File: config.mk
export PLATFORM = sky130hd
export DESIGN_NAME = mem_arbiter
export DESIGN_NICKNAME = d
export VERILOG_FILES = /design/src/rtl/mem_arb_pkg.sv /design/src/rtl/mem_arb_timer.sv /design/src/rtl/mem_arbiter.sv
export SDC_FILE = /design/constraint.sdc
export NUM_CORES = 1
export LEC_CHECK = 0
export ABC_AREA = 1
export BUFFER_PORTS_ARGS = -buffer_cell sky130_fd_sc_hd__buf_2
export CAP_MARGIN = 20
export CORE_AREA = 5 5 84 164
export DETAILED_ROUTE_END_ITERATION = 16
export DIE_AREA = 0 0 89 169
export GPL_TIMING_DRIVEN = 0
export PLACE_DENSITY = 0.85
export SLEW_MARGIN = 20
export SYNTH_ARGS = -nofsm -noshare
export SYNTH_HDL_FRONTEND = slang
export SYNTH_SLANG_ARGS = --single-unit
File: constraint.sdc
create_clock -name cpu_clk -period 2.1 [get_ports cpu_clk]
set_input_delay 0.315 -clock cpu_clk [delete_from_list [all_inputs] [get_ports cpu_clk]]
set_output_delay 0.315 -clock cpu_clk [all_outputs]
set_load 0.01 [all_outputs]
File: src/rtl/mem_arb_pkg.sv
// mem_arb_pkg: shared types and constants for the fetch/data memory arbiter.
package mem_arb_pkg;

  localparam int ARB_ADDR_W = 30;
  localparam int ARB_DATA_W = 32;

  // Data returned to the owner when a bus access times out.
  localparam logic [ARB_DATA_W-1:0] TIMEOUT_FILL = '1;

  typedef enum logic [1:0] {IDLE, BUSY, RESP} arb_state_e;
  typedef enum logic       {OWN_INS, OWN_DAT} arb_owner_e;

endpackage

File: src/rtl/mem_arb_timer.sv
// mem_arb_timer: BUSY-cycle watchdog for the arbiter.
// Only present when MEM_TIMEOUT_EN is defined.
`ifdef MEM_TIMEOUT_EN
module mem_arb_timer #(
  parameter int CYCLES = 255
) (
  input  logic cpu_clk,
  input  logic cpu_rst_n,
  input  logic clr,
  input  logic en,
  output logic expire
);

  localparam int CW = $clog2(CYCLES + 1);

  logic [CW-1:0] cnt;

  // expire fires during the CYCLES-th enabled cycle so the FSM leaves on that edge
  assign expire = en && (cnt == CW'(CYCLES - 1));

  // count enabled cycles, restart on every grant
  always_ff @(posedge cpu_clk or negedge cpu_rst_n) begin
    if (!cpu_rst_n)  cnt <= '0;
    else if (clr)    cnt <= '0;
    else if (en)     cnt <= cnt + CW'(1);
  end

endmodule
`endif

File: src/rtl/mem_arbiter.sv
// mem_arbiter: shares one hold-until-ack memory port between fetch and data.
// Data has priority; a starvation counter forces a fetch grant after
// STARVE_MAX consecutive data wins. Define MEM_TIMEOUT_EN to abort
// accesses that see no mem_ack within TIMEOUT_CYCLES (sticky mem_err).
module mem_arbiter
  import mem_arb_pkg::*;
#(
  parameter int ADDR_W     = ARB_ADDR_W,
  parameter int DATA_W     = ARB_DATA_W,
  parameter int STARVE_MAX = 4
`ifdef MEM_TIMEOUT_EN
  , parameter int TIMEOUT_CYCLES = 255
`endif
) (
  input  logic                cpu_clk,
  input  logic                cpu_rst_n,
  input  logic                ins_req,
  input  logic [ADDR_W-1:0]   ins_addr,
  output logic                ins_res,
  output logic [DATA_W-1:0]   ins_data,
  input  logic                dat_req,
  input  logic                dat_we,
  input  logic [DATA_W/8-1:0] dat_be,
  input  logic [ADDR_W-1:0]   dat_addr,
  input  logic [DATA_W-1:0]   dat_wdata,
  output logic                dat_res,
  output logic [DATA_W-1:0]   dat_rdata,
  output logic                mem_req,
  output logic                mem_we,
  output logic [DATA_W/8-1:0] mem_be,
  output logic [ADDR_W-1:0]   mem_addr,
  output logic [DATA_W-1:0]   mem_wdata,
  input  logic                mem_ack,
  input  logic [DATA_W-1:0]   mem_rdata,
  output logic                busy,
  output logic                mem_err
);

  localparam int SW = $clog2(STARVE_MAX + 1);

  arb_state_e    state, state_nxt;
  arb_owner_e    owner;
  logic [SW-1:0] starve_cnt;
  logic          grant, done, pick_ins, expire;
  logic [DATA_W-1:0] rdata_sel;

  // fetch wins when alone, or when it has waited out STARVE_MAX data grants
  assign pick_ins = ins_req && (!dat_req || starve_cnt == SW'(STARVE_MAX));

`ifdef MEM_TIMEOUT_EN
  mem_arb_timer #(.CYCLES(TIMEOUT_CYCLES)) u_timer (
    .cpu_clk   (cpu_clk),
    .cpu_rst_n (cpu_rst_n),
    .clr       (grant),
    .en        (state == BUSY),
    .expire    (expire)
  );

  assign rdata_sel = mem_ack ? mem_rdata : DATA_W'(TIMEOUT_FILL);

  // sticky error on an access that ended by timeout rather than ack
  always_ff @(posedge cpu_clk or negedge cpu_rst_n) begin
    if (!cpu_rst_n)          mem_err <= 1'b0;
    else if (done && !mem_ack) mem_err <= 1'b1;
  end
`else
  assign expire    = 1'b0;
  assign rdata_sel = mem_rdata;
  assign mem_err   = 1'b0;
`endif

  // state register
  always_ff @(posedge cpu_clk or negedge cpu_rst_n) begin
    if (!cpu_rst_n) state <= IDLE;
    else            state <= state_nxt;
  end

  // next state and grant/complete strobes; RESP never grants
  always_comb begin
    state_nxt = state;
    grant     = 1'b0;
    done      = 1'b0;
    unique case (state)
      IDLE: if (ins_req || dat_req) begin
        grant     = 1'b1;
        state_nxt = BUSY;
      end
      BUSY: if (mem_ack || expire) begin
        done      = 1'b1;
        state_nxt = RESP;
      end
      RESP:    state_nxt = IDLE;
      default: state_nxt = IDLE;
    endcase
  end

  // bus launch at grant, data capture at completion
  always_ff @(posedge cpu_clk or negedge cpu_rst_n) begin
    if (!cpu_rst_n) begin
      owner     <= OWN_INS;
      mem_req   <= 1'b0;
      mem_we    <= 1'b0;
      mem_be    <= '0;
      mem_addr  <= '0;
      mem_wdata <= '0;
      ins_data  <= '0;
      dat_rdata <= '0;
    end else if (grant) begin
      mem_req <= 1'b1;
      if (pick_ins) begin
        owner     <= OWN_INS;
        mem_we    <= 1'b0;
        mem_be    <= '1;
        mem_addr  <= ins_addr;
        mem_wdata <= '0;
      end else begin
        owner     <= OWN_DAT;
        mem_we    <= dat_we;
        mem_be    <= dat_we ? dat_be : '1;
        mem_addr  <= dat_addr;
        mem_wdata <= dat_wdata;
      end
    end else if (done) begin
      mem_req <= 1'b0;
      if (owner == OWN_INS) ins_data  <= rdata_sel;
      else if (!mem_we)     dat_rdata <= rdata_sel;
    end
  end

  // consecutive data wins while fetch waits; any fetch win or idle fetch clears
  always_ff @(posedge cpu_clk or negedge cpu_rst_n) begin
    if (!cpu_rst_n) starve_cnt <= '0;
    else if (grant) begin
      if (pick_ins || !ins_req)            starve_cnt <= '0;
      else if (starve_cnt != SW'(STARVE_MAX)) starve_cnt <= starve_cnt + SW'(1);
    end
  end

  assign ins_res = (state == RESP) && (owner == OWN_INS);
  assign dat_res = (state == RESP) && (owner == OWN_DAT);
  assign busy    = (state != IDLE);

endmodule
==> flow_summary.ini, run 1 <==
[run_status]
status = finished, final reports clean

[clock_tree]
clock-root-buffer = clkbuf_16
clockBufferDepth = 2
htreeDepth = 4
numCtsBuffers = 17
cts_num_sinks = 138
cts.reportedPaths.clkPinSlew_ps = 60
insertion_delay_ps = 410
cts_tree = built

[critical_path]
start_kind = flip-flop
end_kind = output port
critPathKind = flip-flop to output port
crit_fanout = 10
cp.arrival_ps = 1600
critPathRequiredTime_ps = 1780

[placed_design]
port_buffers = 268
routabilityCongestion = 0.855
dp.cells = 1166
dpl_worst_slack_ps = 238
place_hpwl_um = 14100

[power]
p_per_area_nw_per_um2 = 1520
vdd_drop_max_mv = 0.852
p_total_mw = 12.8
p_leak_nw = 4.89

[drt]
vias = 6172
drt_iter0_markers = 271
via_per_inst = 5.15
first_pass_iters = 5
ant_nets = 0
finalWirelength_um = 19000
avgRoutedWirePerCell_um = 15.9
remaining_drc_errors = 0

[die]
start_util = 0.504
die_w_um = 89
rows = 58
io_pins = 270
fp.dieH_um = 169
core_area_sq_um = 12400
dieArea_sq_um = 15000

[final_layout]
drive_above_1_share = 0.322
stdcell_count = 1199
area_delta_synth_final_pct = 34.5
num_antenna_cells = 0
n_fill_cell = 1027
nNetsFinal = 1172

[timing]
fin_crit_ps = 1920
finalSetupViolCount = 0
hold_viol = 0
rsz0062_at_grt = no
fmax_mhz = 521
worst_hold_slack_ps = 135
clock_skew_ps = 11.3
tightest_slew_ps = 536
setup_slack_ps = 181
relSlewSlack = 0.643
finalCritPeriodShare = 0.914
slew_viol_final = 0

[worst_hold_path]
hp-class = input pin to flip-flop

[synthesis]
yosysTopAreaCellShare = 0.552
synth_area_sq_um = 6250
ys_async_sr_fraction = 1.00
synth-simple-area-share = 0.317
avgSynthCellArea_sq_um = 8.37
synth.most_common_cell = nand2_1
syn_inst = 747
synthAdderAreaFrac = 0.00400
yosysTopAreaCell = dfrtp_1
synth.mux.area_fraction = 0
synth_top_family_by_area = simple AND/OR/NAND/NOR gates
ys.flop_type = dfrtp_1
synth_compound_area_frac = 0.0442
ys_types = 23
yosysWarnings = 0
synth_fp_nets = 883
synth_edf_count = 0
ys_ff_latch = 138
yosys-top-cells-area = dfrtp_1, nand2_1, nand3_1, nand3b_1, inv_1
synth.top_cells.by_count = nand2_1, dfrtp_1, nand3_1
synth_xor_area_frac = 0.00140
synth_seq_area_share = 0.552

[global_route]
antenna_found_initial = 0
grt_pass1_wl_um = 30200
gr-usage-all-layers = 0.256
grt_pass1_vias = 6302
grt_max_degree = 79
grt_overflow = 0

[job]
maxCapViolCount = 0
-- path summary, 6_finish.rpt --
kind	start	to	slack (ps)	depth (start not counted)
setup / recovery	owner	dat_res	180	4
hold / removal	dat_wdata[13]	mem_wdata[13]	140	3
setup reg to reg	starve_cnt[0]	mem_addr[23]	230	9
hold reg to reg	ins_data[3]	ins_data[3]	470	2
max in group asynchronous	cpu_rst_n	mem_be[3]	910	3
min in group asynchronous	cpu_rst_n	ins_data[10]	430	2
-- placed cells by master, fill, tap and decap left out, types with 2 or more instances in the layout --
cell / count
inv_6: 3
buf_2: 292
buf_4: 3
inv_1: 67
clkinv_2: 2
clkinv_4: 3
o21ai_0: 4
ha_1: 2
o21bai_1: 32
buf_1: 4
nand2_1: 273
nor2_2: 2
nand3_1: 131
clkbuf_1: 18
dfrtp_1: 138
clkbuf_16: 17
nor3_1: 2
clkinvlp_4: 3
bufinv_16: 2
nand2_2: 2
nand3b_1: 34
inv_2: 5
-- power by group --
| group | total (mW) | switching [mW] | internal, mW |
|---|---|---|---|
| sequential | 4.64 | 0.717 | 3.92 |
| clock | 2.93 | 1.17 | 1.76 |
| combinational | 5.23 | 3.24 | 1.99 |
-- layout make-up --
type                       instances  area, sq um  share of cell area
buffer                            49          234              0.0278
multi-input combinational        488         2290               0.273
inverter                          72          270              0.0321
tap                              150          188              0.0223
clock inverter                    13          145              0.0173
timing repair buffer             270         1390               0.165
sequential                       138         3450               0.411
clock buffer                      19          433              0.0515
-- registers in the layout (all words and copies together) (netlist names) --
register / flops
dat_rdata: 32
ins_data: 32
mem_addr: 30
mem_be: 4
mem_req: 1
mem_wdata: 32
mem_we: 1
owner: 1
starve_cnt: 3
state: 2
-- per-layer routing --
layer | vias to the layer above | share of wire | wire length, um | GRT usage
met1 | 2901 | 0.39 | 7340 | 0.318
met2 | 296 | 0.50 | 9440 | 0.421
met3 | 31 | 0.098 | 1870 | 0.0770
li1 | 2944 | - | - | -
met5 | - | 0 | 0 | 0
met4 | 0 | 0.020 | 383 | 0.0830
-- kinds of logic after synthesis --
group | Yosys count
adders and majority gates | 2
buffers and inverters | 121
AOI/OAI and AO/OA | 38
DFF | 138
xor gates and xnor gates | 1
other | 1
and+or+nand+nor | 446
-- per-stage QoR --
stage,setup TNS (ps),instance area [sq um],utilization
floorplan,0,6250,-
global placement,-153860,7780,0.627
detailed placement,0,7820,0.630
CTS,0,8410,0.677
global route,0,8410,0.677
finish,0,8410,0.677
-- worst max-delay path, stage by stage, from the launching register on --
cell      delay [ps]
dfrtp_1          410
inv_2            170
clkbuf_1         390
nor3_1            80
buf_2            160
-- timing repair --
item,CTS,global route
hold buffers,1,0
hold endpoints to repair,60,0
buffers inserted,0,0
resized for setup,0,0
Note: power is estimated with default switching activity, not from simulation.
==> run 2, diff against run 1 <==
REMOVE_ABC_BUFFERS = 1   (was default)
==> flow_summary.ini, run 2 (synthesized netlist as in run 1, its figures left out) <==
[final_layout]
multiInputGateArea_sq_um = 2370
drive_above_1_share = 0.314
stdcell_count = 1150
n_fill_cell = 1013
layout_common_cells = nand2_1, buf_2, dfrtp_1
regArea_sq_um = 3450
num_antenna_cells = 0
area_delta_synth_final_pct = 33.9
largest_registers = dat_rdata x32, ins_data x32, mem_wdata x32
final_common_cell = nand2_1
nNetsFinal = 1125
final_cell_area_sq_um = 8370

[power]
p_total_mw = 13.1
vdd_drop_max_mv = 0.959
p_leak_nw = 4.81
p_per_area_nw_per_um2 = 1570

[die]
io_pins = 270
die_w_um = 89
core_area_sq_um = 12400
dieArea_sq_um = 15000
rows = 58
start_util = 0.504
fp.dieH_um = 169

[placed_design]
port_buffers = 268
place_hpwl_um = 12000
dp.cells = 1119
routabilityCongestion = 0.819
dpl_cell_area_sq_um = 7640

[clock_tree]
clock-root-buffer = clkbuf_16
cts.reportedPaths.clkPinSlew_ps = 60
cts_tree = built
post_cts_buffers = 0
clockBufferDepth = 2
numCtsBuffers = 17
insertion_delay_ps = 410
htreeDepth = 4
cts_num_sinks = 138

[drt]
drt_iter0_markers = 289
avgRoutedWirePerCell_um = 15.4
ant_nets = 0
vias = 5946
remaining_drc_errors = 0
finalWirelength_um = 17700
first_pass_iters = 5
via_per_inst = 5.17

[worst_hold_path]
hp-class = input pin to flip-flop
hp-start = dat_wdata[29]

[critical_path]
critPathKind = flip-flop to output port
critPathRequiredTime_ps = 1780
startpoint = owner
cp.arrival_ps = 1670
start_kind = flip-flop
rrSetupSlack_ps = 160
rr_startpoint = state[0]
crit_fanout = 36
end_kind = output port

[timing]
clock_skew_ps = 10.2
rsz0062_at_grt = no
tightest_slew_ps = 801
finalSetupViolCount = 0
slew_viol_final = 0
finalCritPeriodShare = 0.945
fin_crit_ps = 1980
fmax_mhz = 504
hold_viol = 0
relSlewSlack = 0.464
worst_hold_slack_ps = 129

[global_route]
antenna_found_initial = 0
gr-usage-all-layers = 0.234
grt_pass1_wl_um = 28000
grt_overflow = 0
grt_pass1_vias = 5792
grt_max_degree = 81

[run_status]
status = finished, final reports clean

[job]
maxCapViolCount = 0
-- run 2: changes by cell type in the layout (fill, tap and decap cells not counted), moves of 3 or more --
cell	previous run	this run
bufinv_16	2	6
buf_1	4	0
buf_2	292	267
clkbuf_1	18	0
nand2_8	0	3
buf_4	3	0
nand2_1	273	270
-- run 2: through the flow --
step,worst slack [ps],setup TNS (ps),utilization
6_report,117,0,0.675
5_1_grt,37.1,0,0.675
4_1_cts,20.5,0,0.673
3_5_place_dp,-715,-72180,0.616
3_3_place_gp,-1850,-319340,0.608
2_1_floorplan,-650,-39400,-
-- run 2: final cells by class --
cell class / instances / area share
flip-flops and latches: 138 / 0.412
clock inverters: 13 / 0.0287
clock buffers: 17 / 0.0508
multi-input cells: 488 / 0.283
well taps: 150 / 0.0224
repair buffers: 272 / 0.169
inverters: 72 / 0.0339
-- run 2: path summary, 6_finish.rpt --
kind / to / cells past startpoint
max: dat_res / 3
min: mem_wdata[29] / 3
max reg2reg: mem_wdata[22] / 5
min reg2reg: ins_data[20] / 2
max in group asynchronous: mem_be[2] / 3
min in group asynchronous: dat_rdata[8] / 2
-- run 2: per-layer routing --
metal | routed length [um] | global-route usage | vias up
li1 | - | - | 2848
met1 | 6820 | 0.307 | 2766
met2 | 8590 | 0.373 | 304
met3 | 2020 | 0.0638 | 28
met4 | 301 | 0.0752 | 0
met5 | 0 | 0 | -
-- run 2: repair_timing --
item | in CTS | in global routing
hold buffers | 1 | 0
cloned | 0 | 0
endpoints found under the setup margin | 135 | 126
resized for setup | 9 | 3
hold endpoints to repair | 58 | 0
-- run 2: power by group --
part / total (mW) / internal [mW] / switching [mW] / leakage [nW]
registers: 4.60 / 3.92 / 0.685 / 1.70
logic: 5.11 / 1.88 / 3.24 / 2.79
clock network: 3.39 / 2.23 / 1.16 / 0.321
total: 13.1 / 8.03 / 5.08 / 4.81
-- run 2: worst max-delay path: stages, from the launching register on --
cell,delay [ps]
dfrtp_1,400
inv_2,560
nor3_1,120
buf_2,180
